<file path="config.mk">
export PLATFORM = sky130hd
export DESIGN_NAME = rv32_fetch_unit_flat
export DESIGN_NICKNAME = d
export VERILOG_FILES = /design/src/rtl/rv32_pkg.sv /design/src/rtl/rv32_fetch_unit_if.sv /design/src/rtl/rv32_fetch_buffer.sv /design/src/rtl/rv32_fetch_unit.sv /design/src/flat_wrapper.sv
export SDC_FILE = /design/constraint.sdc
export NUM_CORES = 1
export LEC_CHECK = 0
export ABC_AREA = 1
export ABC_CLOCK_PERIOD_IN_PS = 7800
export CAP_MARGIN = 20
export CORE_ASPECT_RATIO = 0.5
export CORE_MARGIN = 4
export CORE_UTILIZATION = 50
export DETAILED_ROUTE_END_ITERATION = 7
export PLACE_DENSITY = 0.78
export RECOVER_POWER = 100
export SYNTH_ARGS = -nofsm -noshare
export SYNTH_HDL_FRONTEND = slang
export SYNTH_SLANG_ARGS = --single-unit
</file>
<file path="constraint.sdc">
create_clock -name clk -period 7.8 [get_ports clk]
set_input_delay 1.56 -clock clk [delete_from_list [all_inputs] [get_ports clk]]
set_output_delay 1.56 -clock clk [all_outputs]
set_load 0.005 [all_outputs]
</file>
<file path="src/rtl/rv32_pkg.sv">
// Shared types and constants for the RV32 fetch stage.
package rv32_pkg;

  typedef enum logic [1:0] {
    REQ,
    WAIT,
    DROP
  } fetch_state_e;

  typedef struct packed {
    logic [31:0] pc;
    logic [31:0] code;
  } fb_entry_t;

  localparam logic [31:0] NOP_CODE = 32'h0;
  localparam logic [1:0]  L2U_FREEZE_CYCLES = 2'd3;

  function automatic logic [31:0] word_align(
    input logic [31:0] a
  );
    return {a[31:2], 2'b00};
  endfunction

endpackage

</file>
<file path="src/rtl/rv32_fetch_unit_if.sv">
// Instruction-memory request/response port of the fetch stage.
interface rv32_fetch_unit_if;

  logic        imem_req;
  logic [31:0] imem_addr;
  logic        imem_gnt;
  logic        imem_rvalid;
  logic [31:0] imem_rdata;

  modport master (
    output imem_req,
    output imem_addr,
    input  imem_gnt,
    input  imem_rvalid,
    input  imem_rdata
  );

  modport slave (
    input  imem_req,
    input  imem_addr,
    output imem_gnt,
    output imem_rvalid,
    output imem_rdata
  );

endinterface

</file>
<file path="src/rtl/rv32_fetch_buffer.sv">
// 2-entry circular FIFO holding fetched {pc, code} pairs.
module rv32_fetch_buffer
  import rv32_pkg::*;
(
  input  logic       clk,
  input  logic       rst,
  input  logic       push,
  input  logic       pop,
  input  logic       flush,
  input  fb_entry_t  din,
  output logic [1:0] count,
  output fb_entry_t  head
);

  fb_entry_t mem [2];
  logic      rd_ptr;
  logic      wr_ptr;
  logic      do_push;
  logic      do_pop;

  assign do_pop  = pop && (count != 2'd0);
  assign do_push = push && ((count != 2'd2) || do_pop);
  assign head    = mem[rd_ptr];

  always_ff @(posedge clk) begin
    if (rst || flush) begin
      rd_ptr <= 1'b0;
      wr_ptr <= 1'b0;
      count  <= 2'd0;
    end else begin
      if (do_push) wr_ptr <= ~wr_ptr;
      if (do_pop)  rd_ptr <= ~rd_ptr;
      count <= count + {1'b0, do_push} - {1'b0, do_pop};
    end
  end

  always_ff @(posedge clk) begin
    if (do_push && !rst && !flush) mem[wr_ptr] <= din;
  end

endmodule

</file>
<file path="src/rtl/rv32_fetch_unit.sv">
// RV32 fetch stage: PC owner, single-outstanding imem requests,
// redirect flush, load-to-use freeze and its 3-cycle delayed pulse.
module rv32_fetch_unit
  import rv32_pkg::*;
#(
  parameter logic [31:0] RESET_PC = 32'h0000_0000,
  parameter int          FB_DEPTH = 2
) (
  input  logic               clk,
  input  logic               rst,
  input  logic               stall,
  input  logic               load_to_use_stall,
  input  logic               redirect_valid,
  input  logic [31:0]        redirect_pc,
  rv32_fetch_unit_if.master  imem,
  output logic               fetch_valid,
  output logic [31:0]        code_out,
  output logic [31:0]        pc_out,
  output logic               load_to_use_stall_ff3
);

  fetch_state_e state;
  fetch_state_e state_n;
  logic [31:0]  fetch_pc;
  logic [31:0]  req_pc;
  logic [1:0]   freeze_cnt;
  logic [2:0]   l2u_sr;
  logic [1:0]   fb_count;
  fb_entry_t    fb_head;
  logic         req;
  logic         push;
  logic         pop;
  logic         frozen;
  logic         has_space;
  logic         granted;

  assign frozen    = freeze_cnt != 2'd0;
  assign has_space = int'(fb_count) < FB_DEPTH;
  assign granted   = req && imem.imem_gnt;
  assign pop       = fetch_valid && !stall
                   && !frozen && !redirect_valid;

  always_comb begin
    state_n = state;
    req     = 1'b0;
    push    = 1'b0;
    unique case (state)
      REQ: begin
        req = !rst && !redirect_valid
            && !frozen && has_space;
        if (req && imem.imem_gnt) state_n = WAIT;
      end
      WAIT: begin
        if (imem.imem_rvalid) begin
          push    = !redirect_valid;
          state_n = REQ;
        end else if (redirect_valid) begin
          state_n = DROP;
        end
      end
      DROP: begin
        if (imem.imem_rvalid) state_n = REQ;
      end
      default: state_n = REQ;
    endcase
  end

  always_ff @(posedge clk) begin
    if (rst) begin
      state      <= REQ;
      fetch_pc   <= RESET_PC;
      req_pc     <= RESET_PC;
      freeze_cnt <= 2'd0;
      l2u_sr     <= 3'b000;
    end else begin
      state  <= state_n;
      l2u_sr <= {l2u_sr[1:0], load_to_use_stall};
      if (granted) req_pc <= fetch_pc;
      if (redirect_valid)
        fetch_pc <= word_align(redirect_pc);
      else if (granted)
        fetch_pc <= fetch_pc + 32'd4;
      // a new hazard pulse restarts the full freeze window
      if (load_to_use_stall)
        freeze_cnt <= L2U_FREEZE_CYCLES;
      else if (frozen)
        freeze_cnt <= freeze_cnt - 2'd1;
    end
  end

  rv32_fetch_buffer u_fb (
    .clk   (clk),
    .rst   (rst),
    .push  (push),
    .pop   (pop),
    .flush (redirect_valid),
    .din   ('{pc: req_pc, code: imem.imem_rdata}),
    .count (fb_count),
    .head  (fb_head)
  );

  assign imem.imem_req  = req;
  assign imem.imem_addr = fetch_pc;

  assign fetch_valid = fb_count != 2'd0;
  assign code_out    = fetch_valid ? fb_head.code : NOP_CODE;
  assign pc_out      = fetch_valid ? fb_head.pc : 32'h0;
  assign load_to_use_stall_ff3 = l2u_sr[2];

endmodule

</file>
<file path="src/flat_wrapper.sv">
// flat-port wrapper written by rule: the top's interface ports become plain ports
module rv32_fetch_unit_flat import rv32_pkg::*;
#(
  parameter logic [31:0] RESET_PC = 32'h0000_0000,
  parameter int          FB_DEPTH = 2
)
  (clk, rst, stall, load_to_use_stall, redirect_valid, redirect_pc, fetch_valid, code_out, pc_out, load_to_use_stall_ff3, imem_imem_req, imem_imem_addr, imem_imem_gnt, imem_imem_rvalid, imem_imem_rdata);
  rv32_fetch_unit_if imem_i ();
  input  logic clk;
  input  logic rst;
  input  logic stall;
  input  logic load_to_use_stall;
  input  logic redirect_valid;
  input  logic [31:0] redirect_pc;
  output logic fetch_valid;
  output logic [31:0] code_out;
  output logic [31:0] pc_out;
  output logic load_to_use_stall_ff3;
  output wire logic [$bits(imem_i.imem_req)-1:0] imem_imem_req;
  output wire logic [$bits(imem_i.imem_addr)-1:0] imem_imem_addr;
  input wire logic [$bits(imem_i.imem_gnt)-1:0] imem_imem_gnt;
  input wire logic [$bits(imem_i.imem_rvalid)-1:0] imem_imem_rvalid;
  input wire logic [$bits(imem_i.imem_rdata)-1:0] imem_imem_rdata;
  assign imem_imem_req = imem_i.imem_req;
  assign imem_imem_addr = imem_i.imem_addr;
  assign imem_i.imem_gnt = imem_imem_gnt;
  assign imem_i.imem_rvalid = imem_imem_rvalid;
  assign imem_i.imem_rdata = imem_imem_rdata;
  rv32_fetch_unit #(.RESET_PC(RESET_PC), .FB_DEPTH(FB_DEPTH)) u_core (.clk(clk), .rst(rst), .stall(stall), .load_to_use_stall(load_to_use_stall), .redirect_valid(redirect_valid), .redirect_pc(redirect_pc), .imem(imem_i), .fetch_valid(fetch_valid), .code_out(code_out), .pc_out(pc_out), .load_to_use_stall_ff3(load_to_use_stall_ff3));
endmodule
</file>
==> impl_results.md, run 1 <==
* Share of cells above drive strength 1 at 4.651%
* Cts repair resizes at 0
* Distinct cells, synth at 35
* P_leak at 4.103 nW
* Core Rows at 32
* DRC at 0
* Synth Instances at 872
* Worst-margin pin slew at 3.583 ns
* Gate power share at 5.7%
* Total Routing Usage GR at a little over a fifth
* F_max at between 0.15 and 0.2 GHz
* Count of buffer and inverter cells on the critical path at 4
* Clock buffer count from CTS at 17
* Critical Path RT at 6.24 ns
* Slew Limit Fails at 224
* Crit end category: output port
* Cell Area, Synth at 8267 um^2
* Clock root cell: clkbuf_16
* Pwr Total at 2.183 mW
* Startpoint types: primary input
* Drt total wl at 20.59 mm
* Via count at between 6k and 7k
* Cell taking the most area after synthesis: edfxtp_1
* Max Cap Violations at 4
* Synth Area per Inst at 9.480 um^2
* Synth async-reset ratio at 0%
* Largest net degree at the start of global routing at 73
* DP HPWL at 13.37 mm
* Grt ovf at 0
* Failing checks: max-capacitance violations, max-slew violations
* Crit Path Class: primary input to output port
* Initial Util at about 52%
* Final setup TNS at 0 ns
* Ys flop type: edfxtp_1
* CP arrival at about 4.7 ns
* Switching pwr at 488.2 uW
* Most common cell on crit path: dlygate4sd3_1
* Outcome: finished, violations left
* Relative max-transition margin at -138.8%
* CP Cell Sequence: dlygate4sd3_1, clkbuf_1, inv_4, nand2_8, nor3_1, dlygate4sd3_1
* RSZ-0062 raised after global routing: false
* Net Sw Frac at 22.37%
* Top post-synthesis cells by count: 239 x nand2_1, 124 x edfxtp_1, 113 x a21oi_1
* Vias in the first global route at 6418
* Area delta synth->final at 28.24%
* Worst-path clk slew at 0.07 ns
* RR Startpoint: u_core.freeze_cnt[0]
* H-tree levels at 4
* Routed Antenna Nets at 0
* Clock skew at 0.009667 ns
* Top cell family by delay on the critical path: buffers and inverters
* R2r setup slk at between 3 and 4 ns
* Power per cell area at 205.9 nW/um^2
* Synth Warn # at 0
* RePlAce Congestion at just under 0.9
* IO buf count at roughly 160
* CTS tree: done
* Critical path's slowest cell: clkbuf_1
* Clk sinks at 196
* # nets final at 1094
* Number of antenna diodes at 0
* Core Area at 15820 um^2
* First-pass DRT Iterations at 6
* Synth top area share at 45.04%
* Initial antenna violation count at 0
* Sequential power share at 52.1%
* Synth Register Bits at slightly below 200
* Post-synth EDFFs at between 100 and 150
* Critical path origin: rst
* Clock Tree Buf Depth at 2
* Most common cell in the netlist: nand2_1
* Peak per-stage delay on the critical path at ~1.2 ns
* Clk pwr share at 42.2%
* Detailed Route Iter0 Violations at 643
* Die X at 189.8 um
* WL/cell at 16.43 um
* Critical path fanouts, max at 38
* HP Class: register to register
* Min Clock Period, post-route at 6.231 ns
* Die Ht at 98.92 um
* Post-CTS setup buffers at 0
* Critical hold path startpoint: u_core.l2u_sr[0]
* Register area share after synthesis at 62.48%
* Max VDD drop at 0.1471 mV
* Full die area at 18780 um^2
* Cts hold-fix bufs at 0
* Clock Latency Late Sink at 0.43 ns
* IO Count at 170
* Final Hold Viols at 0
* Fin crit share at between 70 and 80%
* Cell Int Power at about 1.7 mW
* First-pass GRT wire length at 32.23 mm
* Final setup vio count at 0
* Dominant cells by area after synthesis: edfxtp_1 45%, dfxtp_1 17%, nand2_1 11%
* Vias per cell at between 5 and 6
-- worst reg2reg max path, stage by stage (launching register included) --
cell      delay, ns
dfxtp_1        0.32
inv_1          0.08
ha_1           0.20
inv_1          0.11
o211ai_1       0.20
nand4_1        0.25
nor3_1         0.22
clkbuf_1       2.52
-- worst paths after layout --
kind	endpoint	cells after the start
worst max-delay path	imem_imem_req	6
worst min-delay path	u_core.l2u_sr[1]	2
worst max register to register	u_core.u_fb.mem[1][52]	7
worst min register to register	u_core.l2u_sr[1]	2
-- placed cells by master, fill, tap and decap left out, types with 2 or more instances in the layout --
cell type	synthesis	final
inv_8	0	4
clkdlybuf4s50_1	0	70
a21oi_1	113	113
nand3_1	38	39
a22oi_1	2	2
o21ai_0	50	51
inv_1	69	70
nand2_1	239	239
nor2_2	3	3
conb_1	1	4
inv_6	2	5
xor2_1	11	11
buf_4	8	2
nand4_1	9	9
clkinv_4	0	2
dfxtp_1	72	71
edfxtp_1	124	124
dlygate4sd3_1	0	93
nor2_1	65	66
clkbuf_16	0	17
xnor2_1	3	3
nor3_1	3	2
clkbuf_1	27	5
o211ai_1	2	2
ha_1	4	4
a31oi_1	3	3
inv_2	3	2
bufinv_16	0	3
-- flip-flops by register name, indices dropped and copies added (netlist names), named ones only --
| name | cells |
|---|---|
| u_core.imem.imem_addr | 30 |
| u_core.u_fb.mem | 124 |
| u_core.u_fb.count | 2 |
| u_core.freeze_cnt | 2 |
| u_core.req_pc | 30 |
| u_core.u_fb.rd_ptr | 1 |
| u_core.l2u_sr | 3 |
| u_core.state | 2 |
| u_core.u_fb.wr_ptr | 1 |
-- metrics by stage --
step	hold WS, ns	instances	util [%]	instance area [um^2]	setup WS (ns)
6_report	0.4057	1253	67.03	10600	1.569
5_1_grt	0.4416	1253	67.03	10600	1.324
4_1_cts	0.4068	1252	67.11	10610	2.796
3_5_place_dp	0.3966	1220	63.20	9995	2.811
3_3_place_gp	0.3911	1220	63.20	9995	2.820
2_1_floorplan	0.3883	875	-	8278	1.029
-- layout make-up --
| class | instances | area (um^2) |
|---|---|---|
| fillers | 1202 | 5214 |
| flip-flops and latches | 196 | 5166 |
| multi-input cells | 559 | 2564 |
| repair buffers | 170 | 1682 |
| clock buffers | 18 | 429.2 |
| inverters | 75 | 294.0 |
| well taps | 221 | 276.5 |
| clock inverters | 14 | 190.2 |
-- layer usage --
| layer | global-route usage, % | wire, um | vias up |
|---|---|---|---|
| li1 | - | - | 3192 |
| met1 | 28.88 | 9203 | 3056 |
| met2 | 36.26 | 9670 | 261 |
| met3 | 3.680 | 1374 | 28 |
| met4 | 7.500 | 340 | 0 |
| met5 | 0 | 0 | - |
-- cells by family (layout without fill, tap and decap cells) --
group / count (synthesis) / count (layout) / synth area share, %
fa+ha+maj: 4 / 4 / 0.6054
simple gates: 365 / 365 / 18.22
xor+xnor: 14 / 14 / 1.483
flops: 196 / 196 / 62.48
buf+inv: 120 / 277 / 6.554
compound gates: 172 / 172 / 10.61
other cells: 1 / 4 / 0.04536
-- power groups by stage --
stage / sequential, mW / combinational (mW) / clock (mW)
after floorplan: 1.15 / 0.0601 / 0
after global placement: 1.16 / 0.128 / 0
after detailed placement: 1.16 / 0.132 / 0
after CTS: 1.14 / 0.133 / 0.933
after global routing: 1.14 / 0.139 / 0.974
final: 1.14 / 0.125 / 0.921
(Power assumes the default switching activity.)
==> inputs of run 2 (changes only) <==
ABC_CLOCK_PERIOD_IN_PS = 6530   (was 7800)
clock period = 6.53 ns   (was 7.8 ns; I/O delays follow)
==> run 2 against run 1 <==
- the run still ends with max-capacitance violations, max-slew violations left
- routed wire length decreased by 0.92%
- sequential cell count unchanged
- non-clock buffer count unchanged
- power increased by 19%
- hold slack got worse by 0.0012 ns
- core utilization about the same
- global-route usage about the same
- combinational power increased by 19%
- via count increased by 0.29%
- critical path depth unchanged
- cell area about the same
- critical path type unchanged
- largest cell class unchanged
- highest routed layer unchanged
==> impl_results.md, run 2 (synthesized netlist as in run 1, its figures left out) <==
* Pwr Total at 2.594 mW (was 2.183 mW)
* Total Routing Usage GR at 21.61% (was 21.66%)
* Vias in the first global route at 6311 (was 6418)
* Initial Util at 52.27% (unchanged)
* Failing checks: max-capacitance violations, max-slew violations (unchanged)
* Slew Limit Fails at 126 (was 224)
* First-pass GRT wire length at 32.30 mm (was 32.23 mm)
* Clock buffer count from CTS at 17 (unchanged)
* Core Rows at 32 (unchanged)
* Worst-path clk slew at 0.08 ns (was 0.07 ns)
* First-pass DRT Iterations at 5 (was 6)
* DRC at 0 (unchanged)
* Detailed Route Iter0 Violations at 532 (was 643)
* Commonest non-fill, non-tap cells in the layout: 240 x nand2_1, 125 x dlygate4sd3_1, 124 x edfxtp_1, 113 x a21oi_1 (was 239 x nand2_1, 124 x edfxtp_1, 113 x a21oi_1, 93 x dlygate4sd3_1, 71 x dfxtp_1)
* Via count at 6556 (was 6537)
* Drt total wl at 20.40 mm (was 20.59 mm)
* Cts hold-fix bufs at 0 (unchanged)
* Vias per cell at 5.236 (was 5.217)
* Area delta synth->final at 28.15% (was 28.24%)
* Grt ovf at 0 (unchanged)
* Routed Antenna Nets at 0 (unchanged)
* P_leak at 4.215 nW (was 4.103 nW)
* Outcome: finished, violations left (unchanged)
* Max VDD drop at 0.1830 mV (was 0.1471 mV)
* Final setup vio count at 0 (unchanged)
* HP Class: register to register (unchanged)
* Initial antenna violation count at 0 (unchanged)
* Crit Path Class: primary input to output port (unchanged)
* Peak per-stage delay on the critical path at 0.97 ns (was 1.20 ns)
* Clk sinks at 196 (unchanged)
* Critical path's slowest cell: clkbuf_1 (unchanged)
* Critical path fanouts, max at 26 (was 38)
* Number of antenna diodes at 0 (unchanged)
* Critical Path RT at 5.22 ns (was 6.24 ns)
* F_max at 0.1911 GHz
* Cts repair resizes at 0 (unchanged)
* Clock Latency Late Sink at 0.42 ns (was 0.43 ns)
* H-tree levels at 4 (unchanged)
* Commonest non-fill, non-tap cell in the layout: nand2_1 (unchanged)
* CP Cell Sequence: dlygate4sd3_1, clkbuf_1, inv_6, nand2_1, nor3_1, clkdlybuf4s50_1 (was dlygate4sd3_1, clkbuf_1, inv_4, nand2_8, nor3_1, dlygate4sd3_1)
* Full die area at 18780 um^2 (unchanged)
* Power per cell area at 244.9 nW/um^2 (was 205.9 nW/um^2)
* CP arrival at 3.93 ns (was 4.67 ns)
* CTS tree: done (unchanged)
* Core Area at 15820 um^2 (unchanged)
* Count of buffer and inverter cells on the critical path at 4 (unchanged)
* Die Ht at 98.92 um (unchanged)
* Final setup TNS at 0 ns (unchanged)
* Top cell family by delay on the critical path: buffers and inverters (unchanged)
* # nets final at 1094 (unchanged)
* IO buf count at 163 (unchanged)
* Clock Tree Buf Depth at 2 (unchanged)
* Crit end category: output port (unchanged)
* Clock skew at 0.01469 ns (was 0.009667 ns)
* Post-CTS setup buffers at 0 (unchanged)
* Max Cap Violations at 2 (was 4)
* Die X at 189.8 um (unchanged)
* Largest Register: u_core.u_fb.mem (unchanged)
* RSZ-0062 raised after global routing: false (unchanged)
* WL/cell at 16.29 um (was 16.43 um)
* Worst-margin pin slew at 1.702 ns (was 3.583 ns)
* Clock root cell: clkbuf_16 (unchanged)
* Relative max-transition margin at -13.46% (was -138.8%)
* Startpoint types: primary input (unchanged)
* Final Hold Viols at 0 (unchanged)
* Min Clock Period, post-route at 5.233 ns
* Share of cells above drive strength 1 at 4.947% (was 4.651%)
* RePlAce Congestion at 0.9036 (was 0.8935)
* Fin crit share at 80.14%
* Max reg flops at 124 (unchanged)
* DP HPWL at 13.27 mm (was 13.37 mm)
* IO Count at 170 (unchanged)
* Largest net degree at the start of global routing at 73 (unchanged)
run 2: cell count changes in the layout (fill, tap and decap cells not counted), moves of 2 or more:
| cell | previous run | this run |
|---|---|---|
| clkinvlp_4 | 1 | 3 |
| clkdlybuf4s50_1 | 70 | 38 |
| clkbuf_2 | 0 | 2 |
| dlygate4sd3_1 | 93 | 125 |
| clkbuf_1 | 5 | 1 |
run 2: metrics by stage:
step | instances | utilization [%] | worst slack (ns) | hold WS, ns | cell area (um^2)
finish | 1252 | 66.99 | 1.297 | 0.4045 | 10590
global route | 1252 | 66.99 | 1.046 | 0.4275 | 10590
CTS | 1251 | 67.09 | 2.037 | 0.4082 | 10610
detailed placement | 1220 | 63.20 | 2.052 | 0.3971 | 9995
global placement | 1220 | 63.20 | 2.065 | 0.3894 | 9995
floorplan | 875 | - | 0.01285 | 0.3883 | 8278
run 2: power breakdown:
group	leakage (nW)	switching, mW	total, mW	internal, mW
logic	2.29	0.0763	0.149	0.0725
clock network	0.292	0.474	1.09	0.614
registers	1.63	0.0242	1.36	1.33
run 2: metal layers:
| layer | vias to the layer above | share of wire (%) | global-route usage (%) |
|---|---|---|---|
| met2 | 244 | 47 | 35.88 |
| met3 | 31 | 6.6 | 3.715 |
| met4 | 0 | 1.6 | 7.056 |
| li1 | 3191 | - | - |
| met5 | - | 0 | 0 |
| met1 | 3090 | 44 | 29.20 |
run 2: area by class of cell:
type	instances	area [um^2]
fill	1210	5221
sequential	196	5166
multi-input combinational	559	2554
timing repair buffer	170	1688
clock buffer	17	425.4
inverter	75	294.0
tap	221	276.5
clock inverter	14	190.2
run 2: worst paths after layout:
check | start | end | slack [ns] | cells past startpoint
worst max-delay path | redirect_valid | imem_imem_req | 1.30 | 6
worst min-delay path | u_core.l2u_sr[0] | u_core.l2u_sr[1] | 0.40 | 2
worst max register to register | u_core.freeze_cnt[0] | u_core.imem.imem_addr[15] | 3.48 | 11
worst min register to register | u_core.l2u_sr[0] | u_core.l2u_sr[1] | 0.40 | 2
run 2: worst register-to-register path: stages (launching register included):
cell and delay (ns):
dfxtp_1 0.31, inv_1 0.07, ha_1 0.19, nand2_1 0.13, nor2_4 0.13, nand3_1 0.67, nand2_1 0.78, inv_1 0.30
nand2_1 0.11, nand2_1 0.05, a21oi_1 0.11, nor2_1 0.06
==> inputs of run 3 (changes only) <==
ABC_CLOCK_PERIOD_IN_PS = 5300   (was 6530)
clock period = 5.3 ns   (was 6.53 ns; I/O delays follow)
==> run 3 against run 2 <==
- the flow still finishes with violations (max-capacitance violations, max-slew violations)
- power increased by 23%
- final cell count about the same
- sequential share of layout area increased by 0.052 points
- global-route usage increased by 0.16 points
- clock power increased by 22%
- critical path depth unchanged
- first-iteration DRC count increased by 37%
- sequential cell count unchanged
- core utilization decreased by 0.071 points
- sequential power increased by 23%
- hold slack about the same
==> impl_results.md, run 3 (synthesized netlist as in run 1, its figures left out) <==
* Largest net degree at the start of global routing at 73 (unchanged)
* Critical path origin: redirect_valid (unchanged)
* Clock buffer count from CTS at 17 (unchanged)
* Worst-path clk slew at 0.07 ns (was 0.08 ns)
* Share of cells above drive strength 1 at 4.748% (was 4.947%)
* Vias per cell at 5.302 (was 5.236)
* Cts hold-fix bufs at 0 (unchanged)
* Final setup TNS at 0 ns (unchanged)
* Clock Tree Buf Depth at 2 (unchanged)
* IO buf count at 163 (unchanged)
* Core Area at 15820 um^2 (unchanged)
* Commonest non-fill, non-tap cells in the layout: 239 x nand2_1, 124 x edfxtp_1, 123 x dlygate4sd3_1, 113 x a21oi_1, 72 x inv_1 (was 240 x nand2_1, 125 x dlygate4sd3_1, 124 x edfxtp_1, 113 x a21oi_1)
* Max VDD drop at 0.2258 mV (was 0.1830 mV)
* Failing checks: max-capacitance violations, max-slew violations (unchanged)
* WL/cell at 16.53 um (was 16.29 um)
* Clock root cell: clkbuf_16 (unchanged)
* Die Ht at 98.92 um (unchanged)
* Routed Antenna Nets at 0 (unchanged)
* Detailed Route Iter0 Violations at 731 (was 532)
* Pwr Total at 3.189 mW (was 2.594 mW)
* Fill cells at 1197 (was 1210)
* Area delta synth->final at 28.02% (was 28.15%)
* First-pass GRT wire length at 32.58 mm (was 32.30 mm)
* Fin crit share at 83.38%
* F_max at 0.2263 GHz
* Outcome: finished, violations left (unchanged)
* RSZ-0062 raised after global routing: false (unchanged)
* H-tree levels at 4 (unchanged)
* Core Rows at 32 (unchanged)
* Largest Register: u_core.u_fb.mem (unchanged)
* Min Clock Period, post-route at approximately 4.4 ns
* First-pass DRT Iterations at 6 (was 5)
* RR Startpoint: u_core.freeze_cnt[0] (unchanged)
* Critical path fanouts, max at 26 (unchanged)
* P_leak at 4.213 nW (was 4.215 nW)
* Cts repair resizes at 0 (unchanged)
* Grt ovf at 0 (unchanged)
* Startpoint types: primary input (unchanged)
* Power per cell area at 301.4 nW/um^2 (was 244.9 nW/um^2)
* Worst-margin pin slew at 1.688 ns (was 1.702 ns)
* Clock skew at 0.01098 ns (was 0.01469 ns)
* Post-CTS setup buffers at 0 (unchanged)
* Full die area at 18780 um^2 (unchanged)
* Number of antenna diodes at 0 (unchanged)
* DP HPWL at 13.29 mm (was 13.27 mm)
* Vias in the first global route at 6404 (was 6311)
* IO Count at 170 (unchanged)
* Crit end category: output port (unchanged)
* Initial antenna violation count at 0 (unchanged)
* # nets final at 1094 (unchanged)
* Commonest non-fill, non-tap cell in the layout: nand2_1 (unchanged)
* DRC at 0 (unchanged)
* CTS tree: done (unchanged)
* Relative max-transition margin at -12.56% (was -13.46%)
* Clk sinks at 196 (unchanged)
* Slew Limit Fails at 159 (was 126)
* Critical hold path startpoint: u_core.l2u_sr[0] (unchanged)
* Drt total wl at 20.72 mm (was 20.40 mm)
* Via count at 6643 (was 6556)
* Clock Latency Late Sink at 0.43 ns (was 0.42 ns)
* Area of the multi-input gates at 2557 um^2 (was 2554 um^2)
* Total Routing Usage GR at 21.78% (was 21.61%)
* RePlAce Congestion at 0.9164 (was 0.9036)
* Max reg flops at 124 (unchanged)
* Final setup vio count at 0 (unchanged)
* Dpl cells at 1220 (unchanged)
* Critical Path RT at 4.24 ns (was 5.22 ns)
* Crit Path Class: primary input to output port (unchanged)
* CP arrival at 3.36 ns (was 3.93 ns)
* HP Class: register to register (unchanged)
* Max Cap Violations at 3 (was 2)
* Post-Layout Cell Count at 1253 (was 1252)
* Die X at 189.8 um (unchanged)
* Storage element area at 5166 um^2 (unchanged)
* Final Hold Viols at 0 (unchanged)
* Initial Util at 52.27% (unchanged)
run 3: worst paths after layout:
path	to	slack (ns)	cells after the start
worst min register to register	u_core.l2u_sr[1]	0.40	2
worst max-delay path	imem_imem_req	0.88	6
worst max register to register	u_core.u_fb.mem[1][11]	2.23	7
worst min-delay path	u_core.l2u_sr[1]	0.40	2
run 3: where the power goes:
part	total [mW]	switching, mW	internal (mW)
Clock	1.33	0.614	0.719
Combinational	0.183	0.0936	0.0898
Sequential	1.67	0.0308	1.64
Total	3.19	0.738	2.45
run 3: cell type report:
cell class / count / area share, %
flip-flops and latches: 196 / 48.82
multi-input cells: 559 / 24.17
repair buffers: 170 / 15.89
well taps: 221 / 2.613
inverters: 75 / 2.778
clock buffers: 17 / 4.020
clock inverters: 15 / 1.714
run 3: through the flow:
stage / setup slack, ns / utilization, % / hold slack [ns] / cell area, um^2
CTS: 1.522 / 67.03 / 0.4097 / 10600
floorplan: -0.9712 / - / 0.3883 / 8278
global placement: 1.549 / 63.20 / 0.3895 / 9995
finish: 0.8811 / 66.91 / 0.4041 / 10580
detailed placement: 1.542 / 63.20 / 0.3995 / 9995
global route: 0.7217 / 66.91 / 0.4447 / 10580
run 3: critical path: stages:
cell and delay [ns]:
clkdlybuf4s50_1 0.45, clkbuf_1 0.96, inv_6 0.20, nand2_8 0.17, nor3_1 0.06, clkdlybuf4s50_1 0.44
run 3: per-layer routing:
| layer | share of wire (%) | GRT usage (%) |
|---|---|---|
| met5 | 0 | 0 |
| met4 | 1.5 | 7.667 |
| met3 | 7.5 | 4.636 |
| met2 | 47 | 35.52 |
| met1 | 44 | 29.15 |
